**src/rtl/vga_timing_if.sv**
```systemverilog
// Pixel-side signal bundle between the VGA timing driver (master) and the
// renderer/pin consumer (slave).
interface vga_timing_if;
  logic [7:0] COLOUR_IN;
  logic [9:0] ADDRH;
  logic [8:0] ADDRV;
  logic       HS;
  logic       VS;
  logic [7:0] COLOUR_OUT;
  logic       PIX_TICK;
  logic       FRAME_START;

  modport master (
    input  COLOUR_IN,
    output ADDRH, ADDRV, HS, VS, COLOUR_OUT, PIX_TICK, FRAME_START
  );

  modport slave (
    output COLOUR_IN,
    input  ADDRH, ADDRV, HS, VS, COLOUR_OUT, PIX_TICK, FRAME_START
  );
endinterface

```
**src/rtl/vga_timing_driver.sv**
```systemverilog
// Raster-scan VGA timing generator: divides CLK down to the pixel rate, presents
// pixel addresses to the renderer and registers colour/sync one pixel later.
module vga_timing_driver #(
  parameter int unsigned CLK_DIV   = 4,
  parameter int unsigned H_VISIBLE = 640,
  parameter int unsigned H_FRONT   = 16,
  parameter int unsigned H_SYNC    = 96,
  parameter int unsigned H_BACK    = 48,
  parameter int unsigned V_VISIBLE = 480,
  parameter int unsigned V_FRONT   = 10,
  parameter int unsigned V_SYNC    = 2,
  parameter int unsigned V_BACK    = 33
) (
  input  logic         CLK,
  input  logic         RESET,
  vga_timing_if.master vga
);

  localparam int unsigned H_TOTAL  = H_VISIBLE + H_FRONT + H_SYNC + H_BACK;
  localparam int unsigned V_TOTAL  = V_VISIBLE + V_FRONT + V_SYNC + V_BACK;
  localparam int unsigned HS_START = H_VISIBLE + H_FRONT;
  localparam int unsigned HS_END   = H_VISIBLE + H_FRONT + H_SYNC - 1;
  localparam int unsigned VS_START = V_VISIBLE + V_FRONT;
  localparam int unsigned VS_END   = V_VISIBLE + V_FRONT + V_SYNC - 1;
  localparam int unsigned DIV_W    = (CLK_DIV > 1) ? $clog2(CLK_DIV) : 1;

  logic [DIV_W-1:0] div_q, div_d;
  logic [9:0]       hcnt_q, hcnt_d;
  logic [9:0]       vcnt_q, vcnt_d;
  logic [9:0]       addrh_q, addrh_d;
  logic [8:0]       addrv_q, addrv_d;
  logic [7:0]       colour_q, colour_d;
  logic             hs_q, hs_d;
  logic             vs_q, vs_d;
  logic             pix_q, pix_d;
  logic             frame_q, frame_d;

  logic tick;
  logic h_wrap;
  logic v_wrap;
  logic pre_visible;

  assign tick        = (div_q == DIV_W'(CLK_DIV - 1));
  assign h_wrap      = (hcnt_q == 10'(H_TOTAL - 1));
  assign v_wrap      = (vcnt_q == 10'(V_TOTAL - 1));
  assign pre_visible = (hcnt_q < 10'(H_VISIBLE)) && (vcnt_q < 10'(V_VISIBLE));

  always_comb begin
    div_d    = tick ? '0 : div_q + DIV_W'(1);
    hcnt_d   = hcnt_q;
    vcnt_d   = vcnt_q;
    colour_d = colour_q;
    hs_d     = hs_q;
    vs_d     = vs_q;
    pix_d    = tick;
    frame_d  = tick && h_wrap && v_wrap;

    if (tick) begin
      if (h_wrap) begin
        hcnt_d = '0;
        vcnt_d = v_wrap ? '0 : vcnt_q + 10'd1;
      end else begin
        hcnt_d = hcnt_q + 10'd1;
      end
      // Colour and sync come from the pre-tick counters so they line up with
      // the pixel whose address was presented one pixel period earlier.
      colour_d = pre_visible ? vga.COLOUR_IN : '0;
      hs_d     = !((hcnt_q >= 10'(HS_START)) && (hcnt_q <= 10'(HS_END)));
      vs_d     = !((vcnt_q >= 10'(VS_START)) && (vcnt_q <= 10'(VS_END)));
    end

    // Addresses follow the post-tick counters; between ticks they hold.
    addrh_d = (hcnt_d < 10'(H_VISIBLE)) ? hcnt_d : '0;
    addrv_d = (vcnt_d < 10'(V_VISIBLE)) ? vcnt_d[8:0] : '0;
  end

  always_ff @(posedge CLK) begin
    if (RESET) begin
      div_q    <= '0;
      hcnt_q   <= '0;
      vcnt_q   <= '0;
      addrh_q  <= '0;
      addrv_q  <= '0;
      colour_q <= '0;
      hs_q     <= 1'b1;
      vs_q     <= 1'b1;
      pix_q    <= 1'b0;
      frame_q  <= 1'b0;
    end else begin
      div_q    <= div_d;
      hcnt_q   <= hcnt_d;
      vcnt_q   <= vcnt_d;
      addrh_q  <= addrh_d;
      addrv_q  <= addrv_d;
      colour_q <= colour_d;
      hs_q     <= hs_d;
      vs_q     <= vs_d;
      pix_q    <= pix_d;
      frame_q  <= frame_d;
    end
  end

  assign vga.ADDRH       = addrh_q;
  assign vga.ADDRV       = addrv_q;
  assign vga.HS          = hs_q;
  assign vga.VS          = vs_q;
  assign vga.COLOUR_OUT  = colour_q;
  assign vga.PIX_TICK    = pix_q;
  assign vga.FRAME_START = frame_q;

endmodule

```
**src/flat_wrapper.sv**
```systemverilog
// flat-port wrapper written by rule: the top's interface ports become plain ports
module vga_timing_driver_flat 
#(
  parameter int unsigned CLK_DIV   = 4,
  parameter int unsigned H_VISIBLE = 640,
  parameter int unsigned H_FRONT   = 16,
  parameter int unsigned H_SYNC    = 96,
  parameter int unsigned H_BACK    = 48,
  parameter int unsigned V_VISIBLE = 480,
  parameter int unsigned V_FRONT   = 10,
  parameter int unsigned V_SYNC    = 2,
  parameter int unsigned V_BACK    = 33
)
  (CLK, RESET, vga_COLOUR_IN, vga_ADDRH, vga_ADDRV, vga_HS, vga_VS, vga_COLOUR_OUT, vga_PIX_TICK, vga_FRAME_START);
  vga_timing_if vga_i ();
  input  logic CLK;
  input  logic RESET;
  input wire logic [$bits(vga_i.COLOUR_IN)-1:0] vga_COLOUR_IN;
  output wire logic [$bits(vga_i.ADDRH)-1:0] vga_ADDRH;
  output wire logic [$bits(vga_i.ADDRV)-1:0] vga_ADDRV;
  output wire logic [$bits(vga_i.HS)-1:0] vga_HS;
  output wire logic [$bits(vga_i.VS)-1:0] vga_VS;
  output wire logic [$bits(vga_i.COLOUR_OUT)-1:0] vga_COLOUR_OUT;
  output wire logic [$bits(vga_i.PIX_TICK)-1:0] vga_PIX_TICK;
  output wire logic [$bits(vga_i.FRAME_START)-1:0] vga_FRAME_START;
  assign vga_i.COLOUR_IN = vga_COLOUR_IN;
  assign vga_ADDRH = vga_i.ADDRH;
  assign vga_ADDRV = vga_i.ADDRV;
  assign vga_HS = vga_i.HS;
  assign vga_VS = vga_i.VS;
  assign vga_COLOUR_OUT = vga_i.COLOUR_OUT;
  assign vga_PIX_TICK = vga_i.PIX_TICK;
  assign vga_FRAME_START = vga_i.FRAME_START;
  vga_timing_driver #(.CLK_DIV(CLK_DIV), .H_VISIBLE(H_VISIBLE), .H_FRONT(H_FRONT), .H_SYNC(H_SYNC), .H_BACK(H_BACK), .V_VISIBLE(V_VISIBLE), .V_FRONT(V_FRONT), .V_SYNC(V_SYNC), .V_BACK(V_BACK)) u_core (.CLK(CLK), .RESET(RESET), .vga(vga_i));
endmodule
```
**config.mk**
```make
export PLATFORM = sky130hd
export DESIGN_NAME = vga_timing_driver_flat
export DESIGN_NICKNAME = d
export VERILOG_FILES = /design/src/rtl/vga_timing_if.sv /design/src/rtl/vga_timing_driver.sv /design/src/flat_wrapper.sv
export SDC_FILE = /design/constraint.sdc
export NUM_CORES = 1
export LEC_CHECK = 0
export ABC_AREA = 1
export BUFFER_PORTS_ARGS = -buffer_cell sky130_fd_sc_hd__buf_2
export CORE_MARGIN = 2
export CORE_UTILIZATION = 35
export DETAILED_ROUTE_END_ITERATION = 10
export SLEW_MARGIN = 20
export SYNTH_ARGS = -nofsm -noshare
export SYNTH_HDL_FRONTEND = slang
export SYNTH_SLANG_ARGS = --single-unit
export TNS_END_PERCENT = 5
```
**constraint.sdc**
```tcl
create_clock -name CLK -period 1.8 [get_ports CLK]
set_input_delay 0.09 -clock CLK [delete_from_list [all_inputs] [get_ports CLK]]
set_output_delay 0.09 -clock CLK [all_outputs]
set_load 0.05 [all_outputs]
```
Word-level counts from Yosys, hierarchy flattened
Index checks and enable logic that the tools add are counted.
{"block": "classes", "reduce_logical": 10, "n_eq_ne": 3, "addsub": 3, "bitwise_logic": 2, "muxes": 6, "n_lt_le_gt_ge": 8}
{"operator": "10-bit 2-to-1 mux", "count": 5}
{"operator": "10-bit by 1-bit adder with 10-bit output, second input constant", "count": 2}
{"operator": "10-bit equality test, second input constant", "count": 2}
{"operator": "10-bit < comparator, second input constant", "count": 2}
{"operator": "10-bit by 9-bit < comparator with 1-bit output, second input constant", "count": 2}
{"operator": "10-bit greater-or-equal comparator, second input constant", "count": 1}
{"operator": "10-bit by 9-bit greater-or-equal comparator with 1-bit output, second input constant", "count": 1}
{"operator": "10-bit <= comparator, second input constant", "count": 1}
{"operator": "10-bit by 9-bit <= comparator with 1-bit output, second input constant", "count": 1}
{"operator": "8-bit 2-to-1 mux", "count": 1}
{"operator": "2-bit OR reduction", "count": 3}
{"operator": "1-bit logical AND", "count": 5}
{"operator": "2-bit by 1-bit adder with 2-bit output, second input constant", "count": 1}
{"operator": "2-bit equality test, second input constant", "count": 1}
{"operator": "1-bit zero test", "count": 2}
{"operator": "1-bit inverter", "count": 2}
{"block": "totals", "output_inout_bits": 31, "word_cells": 42, "ff_bits": 53, "inputBits": 10}

Logic depth before layout (Yosys ltp)
{"block": "depth", "ltp_word": 7, "ltp_mapped": 13, "ltp_nobuf": 12}

Least setup slack after synthesis
Ideal clock, no wire load.
{"block": "synth_timing", "kind": "register to register", "from": "reg u_core.div_q[0]", "to": "reg u_core.addrv_q[1], in the netlist u_core.vga.ADDRV[1]", "path_buffers": 2, "t_arrival_ns": 1.503, "synth_period_minus_slack_ns": 1.624, "stages_incl_launch_ff": 13, "t_required_ns": 1.679, "slack_ns": 0.176, "setup_ns": 0.121, "cell_sequence": "dfxtp_1 ha_1 buf_6 inv_6 nor2_8 nand3_2 buf_6 o21ai_2 nand2_1 nor2_1 nand2_1 nand2_4 nor2_1"}
{"block": "synth_between", "elab_chain_cells": 5}
{"element": "start: declaration", "line": "vga_timing_driver.sv:27", "source": "logic [DIV_W-1:0] div_q, div_d;"}
{"element": "start signal: assignment", "line": "vga_timing_driver.sv:90", "source": "div_q <= div_d;"}
{"element": "2-bit equality test (*)", "line": "vga_timing_driver.sv:43", "source": "assign tick = (div_q == DIV_W'(CLK_DIV - 1));"}
{"element": "via u_core.pix_d", "line": "vga_timing_driver.sv:35", "source": "logic pix_q, pix_d;"}
{"element": "10-bit 2-to-1 mux (*)", "line": "vga_timing_driver.sv:58", "source": "if (tick) begin"}
{"element": "10-bit by 9-bit < comparator with 1-bit output", "line": "vga_timing_driver.sv:74", "source": "addrv_d = (vcnt_d < 10'(V_VISIBLE)) ? vcnt_d[8:0] : '0;"}
{"element": "1-bit inverter (no source line)"}
{"element": "2-bit OR reduction (no source line)"}
{"element": "end signal: assignment", "line": "vga_timing_driver.sv:94", "source": "addrv_q <= addrv_d;"}
{"element": "end: declaration", "line": "vga_timing_driver.sv:31", "source": "logic [8:0] addrv_q, addrv_d;"}
The timed path passes the listed nets; every way through them passes the cells marked *.
A chain may end at the register's enable or synchronous reset.

Final worst setup path
{"block": "layout_timing", "from": "reg u_core.hcnt_q[0]", "to": "reg u_core.addrv_q[3], in the netlist u_core.vga.ADDRV[3]"}
{"block": "layout_between", "elab_chain_cells": 6}
{"element": "start: declaration", "line": "vga_timing_driver.sv:28", "source": "logic [9:0] hcnt_q, hcnt_d;"}
{"element": "start signal: assignment", "line": "vga_timing_driver.sv:91", "source": "hcnt_q <= hcnt_d;"}
{"element": "10-bit equality test (*)", "line": "vga_timing_driver.sv:44", "source": "assign h_wrap = (hcnt_q == 10'(H_TOTAL - 1));"}
{"element": "10-bit 2-to-1 mux (*)", "line": "vga_timing_driver.sv:59", "source": "if (h_wrap) begin"}
{"element": "10-bit 2-to-1 mux (*)", "line": "vga_timing_driver.sv:58"}
{"element": "10-bit by 9-bit < comparator with 1-bit output", "line": "vga_timing_driver.sv:74"}
{"element": "1-bit inverter (no source line)"}
{"element": "2-bit OR reduction (no source line)"}
Every way passes the cells marked *; elsewhere a longest branch is shown, timed or not.

==> flow_metrics.env <==
export IMPL_status="completed"
export IMPL_period_minus_slack_ns=1.65
export IMPL_max_slew_margin=0.786
export IMPL_cts_root_buf="clkbuf_8"
export IMPL_timing_fmax_ghz=0.607
export IMPL_gp_congestion=0.835
export IMPL_fin_crit_sh=0.915
export IMPL_finish_utilization=0.456
export IMPL_drt_total_wl_mm=4.89
export IMPL_cts_buffers=5
export IMPL_drc=0
export IMPL_fin_ws_ns=0.153
export IMPL_r2r_slack_ns=0.15
export IMPL_std_cell_rows=29
export IMPL_crit_path_frequent_cell="nand2_4"
export IMPL_ys_seq_area_frac=0.475
export IMPL_path_class="reg2reg"
export IMPL_insertion_delay_ns=0.31
export IMPL_power_density_mw_per_mm2=755
export IMPL_critPathSlowestCell="dfxtp_2"
export IMPL_grt_pass1_vias=1847
export IMPL_ctsHoldBuffers=0
export IMPL_netSwitchingFraction=0.222
export IMPL_track_usage=0.143
export IMPL_layout_nets=365
export IMPL_slew_violations=0
export IMPL_io_buffer_count=40
export IMPL_finalInstanceArea_mm2=0.00286
export IMPL_tns_ns=0
export IMPL_clockBufferDepth=2
export IMPL_grt_ovfl_total=0
export IMPL_crit_chain="ha_4, nand2_4, nor2_8, nand3_4, inv_4, nand2_2, nand3_1, nand2_1, clkinv_1, nand2_4, nor2_1"
export IMPL_cp_arrival_ns=1.89
export IMPL_skew_ns=0.00846
export IMPL_setup_viol=0
export IMPL_die_y_um=83.9
export IMPL_core_mm2=0.00628
export IMPL_netlist_area_mm2=0.00224
export IMPL_grt_max_degree=17
export IMPL_tightest_slew_ns=0.321
export IMPL_wire_per_inst_um=11.4
export IMPL_io_pin_count=41
export IMPL_ys_ff_latch=53
export IMPL_comb_power_share=0.064
export IMPL_vias_per_cell=4.63
export IMPL_diodes=0
export IMPL_start_kind="flip-flop"
export IMPL_rsz0062_at_grt="no"
export IMPL_synth_area_per_cell_um2=7.74
export IMPL_drv_cap=0
export IMPL_drtIter0Drc=50
export IMPL_drive_gt1_frac=0.339
export IMPL_hold_viol=0
export IMPL_slowest_delay_ns=0.36
export IMPL_grt_pass1_wl_mm=8.25
export IMPL_hold_path_class="in2reg"
export IMPL_p_sw_mw=0.479
export IMPL_nFillCells=632
export IMPL_crit_path_end_kind="flip-flop"
export IMPL_chipWidth_um=83.9
export IMPL_antenna_found_initial=0
export IMPL_pwr_share_seq=0.554
export IMPL_hpwlAfterDp_mm=3.57
export IMPL_syn_nets=304
export IMPL_cts_tree="done"
export IMPL_cts_clk_slew_worst_paths_ns=0.09
export IMPL_clkSinkCount=53
export IMPL_place_ws_ns=-0.00444
export IMPL_internal_power_mw=1.68
export IMPL_crit_required_ns=2.04
export IMPL_postRouteAntennaNets=0
export IMPL_synth_cell_types=32
export IMPL_htreeDepth=2
export IMPL_area_growth_pct=28.0
export IMPL_initial_core_util=0.356
export IMPL_power_share_clock=0.382
export IMPL_worst_path_max_fanout=6
export IMPL_vias=1983
export IMPL_leakage_nw=1.33
export IMPL_dpl_instance_area_mm2=0.00262
export IMPL_vdd_drop_max_v=0.000500
export IMPL_synth_warnings=0
export IMPL_dieArea_mm2=0.00704
export IMPL_synth_cells=289
export IMPL_drt_pass1_iterations=4
-- kinds of logic after synthesis --
kind of cell               synth area share
buffers and inverters                0.0778
DFF                                   0.475
AOI/OAI and AO/OA                    0.0694
and+or+nand+nor                       0.350
adders and majority gates            0.0280
-- synthesized netlist by cell type (all sizes together) --
library cell / number / share of area
clkinv: 1 / 0.0017
o21ai: 16 / 0.037
nand3: 20 / 0.054
buf: 2 / 0.010
o2111ai: 1 / 0.0039
nor3: 6 / 0.018
nor4: 1 / 0.0028
inv: 34 / 0.059
nand4: 6 / 0.020
nor2: 68 / 0.14
a31oi: 2 / 0.0056
nand3b: 1 / 0.0034
a21oi: 3 / 0.0067
a22oi: 1 / 0.0034
clkbuf: 4 / 0.0067
nand2: 62 / 0.12
a41oi: 1 / 0.0039
o21bai: 2 / 0.0084
dfxtp: 53 / 0.47
ha: 5 / 0.028
-- layout by cell type, fill, tap and decap left out, drive strengths merged, types with 3 or more instances in the layout --
cell	count
nor3	6
nand4	6
nand2	64
buf	58
ha	5
nand3	20
o21ai	16
clkbuf	6
inv	34
a21oi	3
dfxtp	53
nor2	68
-- what timing repair did --
item	4_1_cts	5_1_grt
resized for setup	1	26
setup buffers	0	1
pin swaps	0	5
gates cloned	0	2
endpoints found under the setup margin	12	20
-- cell type report --
class | instances | area (um^2) | share of cell area
multi-input combinational | 197 | 1100 | 0.385
tap | 77 | 96.3 | 0.0337
sequential | 53 | 1070 | 0.374
timing repair buffer | 58 | 335 | 0.117
clock inverter | 2 | 37.5 | 0.0131
clock buffer | 6 | 82.6 | 0.0288
inverter | 35 | 139 | 0.0485
-- critical path, delay by kind of cell (launching register included) --
kind / cells / cell delay (ns)
AND/OR/NAND/NOR: 8 / 0.83
adder cells (fa/ha/maj): 1 / 0.15
buffers and inverters: 2 / 0.22
flip-flops: 1 / 0.36
-- flip-flops by register name (all words and copies together) (netlist names), 2 cells and up --
signal,count
u_core.vga.ADDRH,10
u_core.vga.COLOUR_OUT,8
u_core.vcnt_q,10
u_core.vga.ADDRV,9
u_core.div_q,2
u_core.hcnt_q,10
-- power groups by stage --
stage	Clock [mW]	Sequential [mW]	Combinational, mW
after global routing	0.903	1.20	0.152
after detailed placement	0	1.22	0.131
after CTS	0.852	1.20	0.132
after floorplan	0	1.26	0.0560
after global placement	0	1.22	0.130
final	0.825	1.20	0.139
-- routing by layer --
metal	track usage	wire length [um]	up-vias	share of wire
met1	0.181	2250	887	0.46
met3	0.0346	246	8	0.050
met2	0.236	2310	43	0.47
li1	-	-	1045	-
met4	0.0528	83	0	0.017
met5	0	0	-	0
-- stage by stage --
step	power, mW	instances	hold WS [ns]
global placement	1.35	417	0.358
finish	2.16	428	0.0348
global route	2.26	428	0.0319
floorplan	1.31	289	0.252
detailed placement	1.35	417	0.366
CTS	2.18	425	0.0277
-- worst paths after layout --
path | end | cells after the start | startpoint
max | u_core.vga.ADDRV[3] | 11 | u_core.hcnt_q[0]
min | u_core.vga.COLOUR_OUT[2] | 3 | vga_COLOUR_IN[2]
max reg2reg | u_core.vga.ADDRV[3] | 11 | u_core.hcnt_q[0]
min reg2reg | u_core.vga.COLOUR_OUT[3] | 2 | u_core.vga.COLOUR_OUT[3]
No activity file was read; power rests on OpenSTA's default activity.
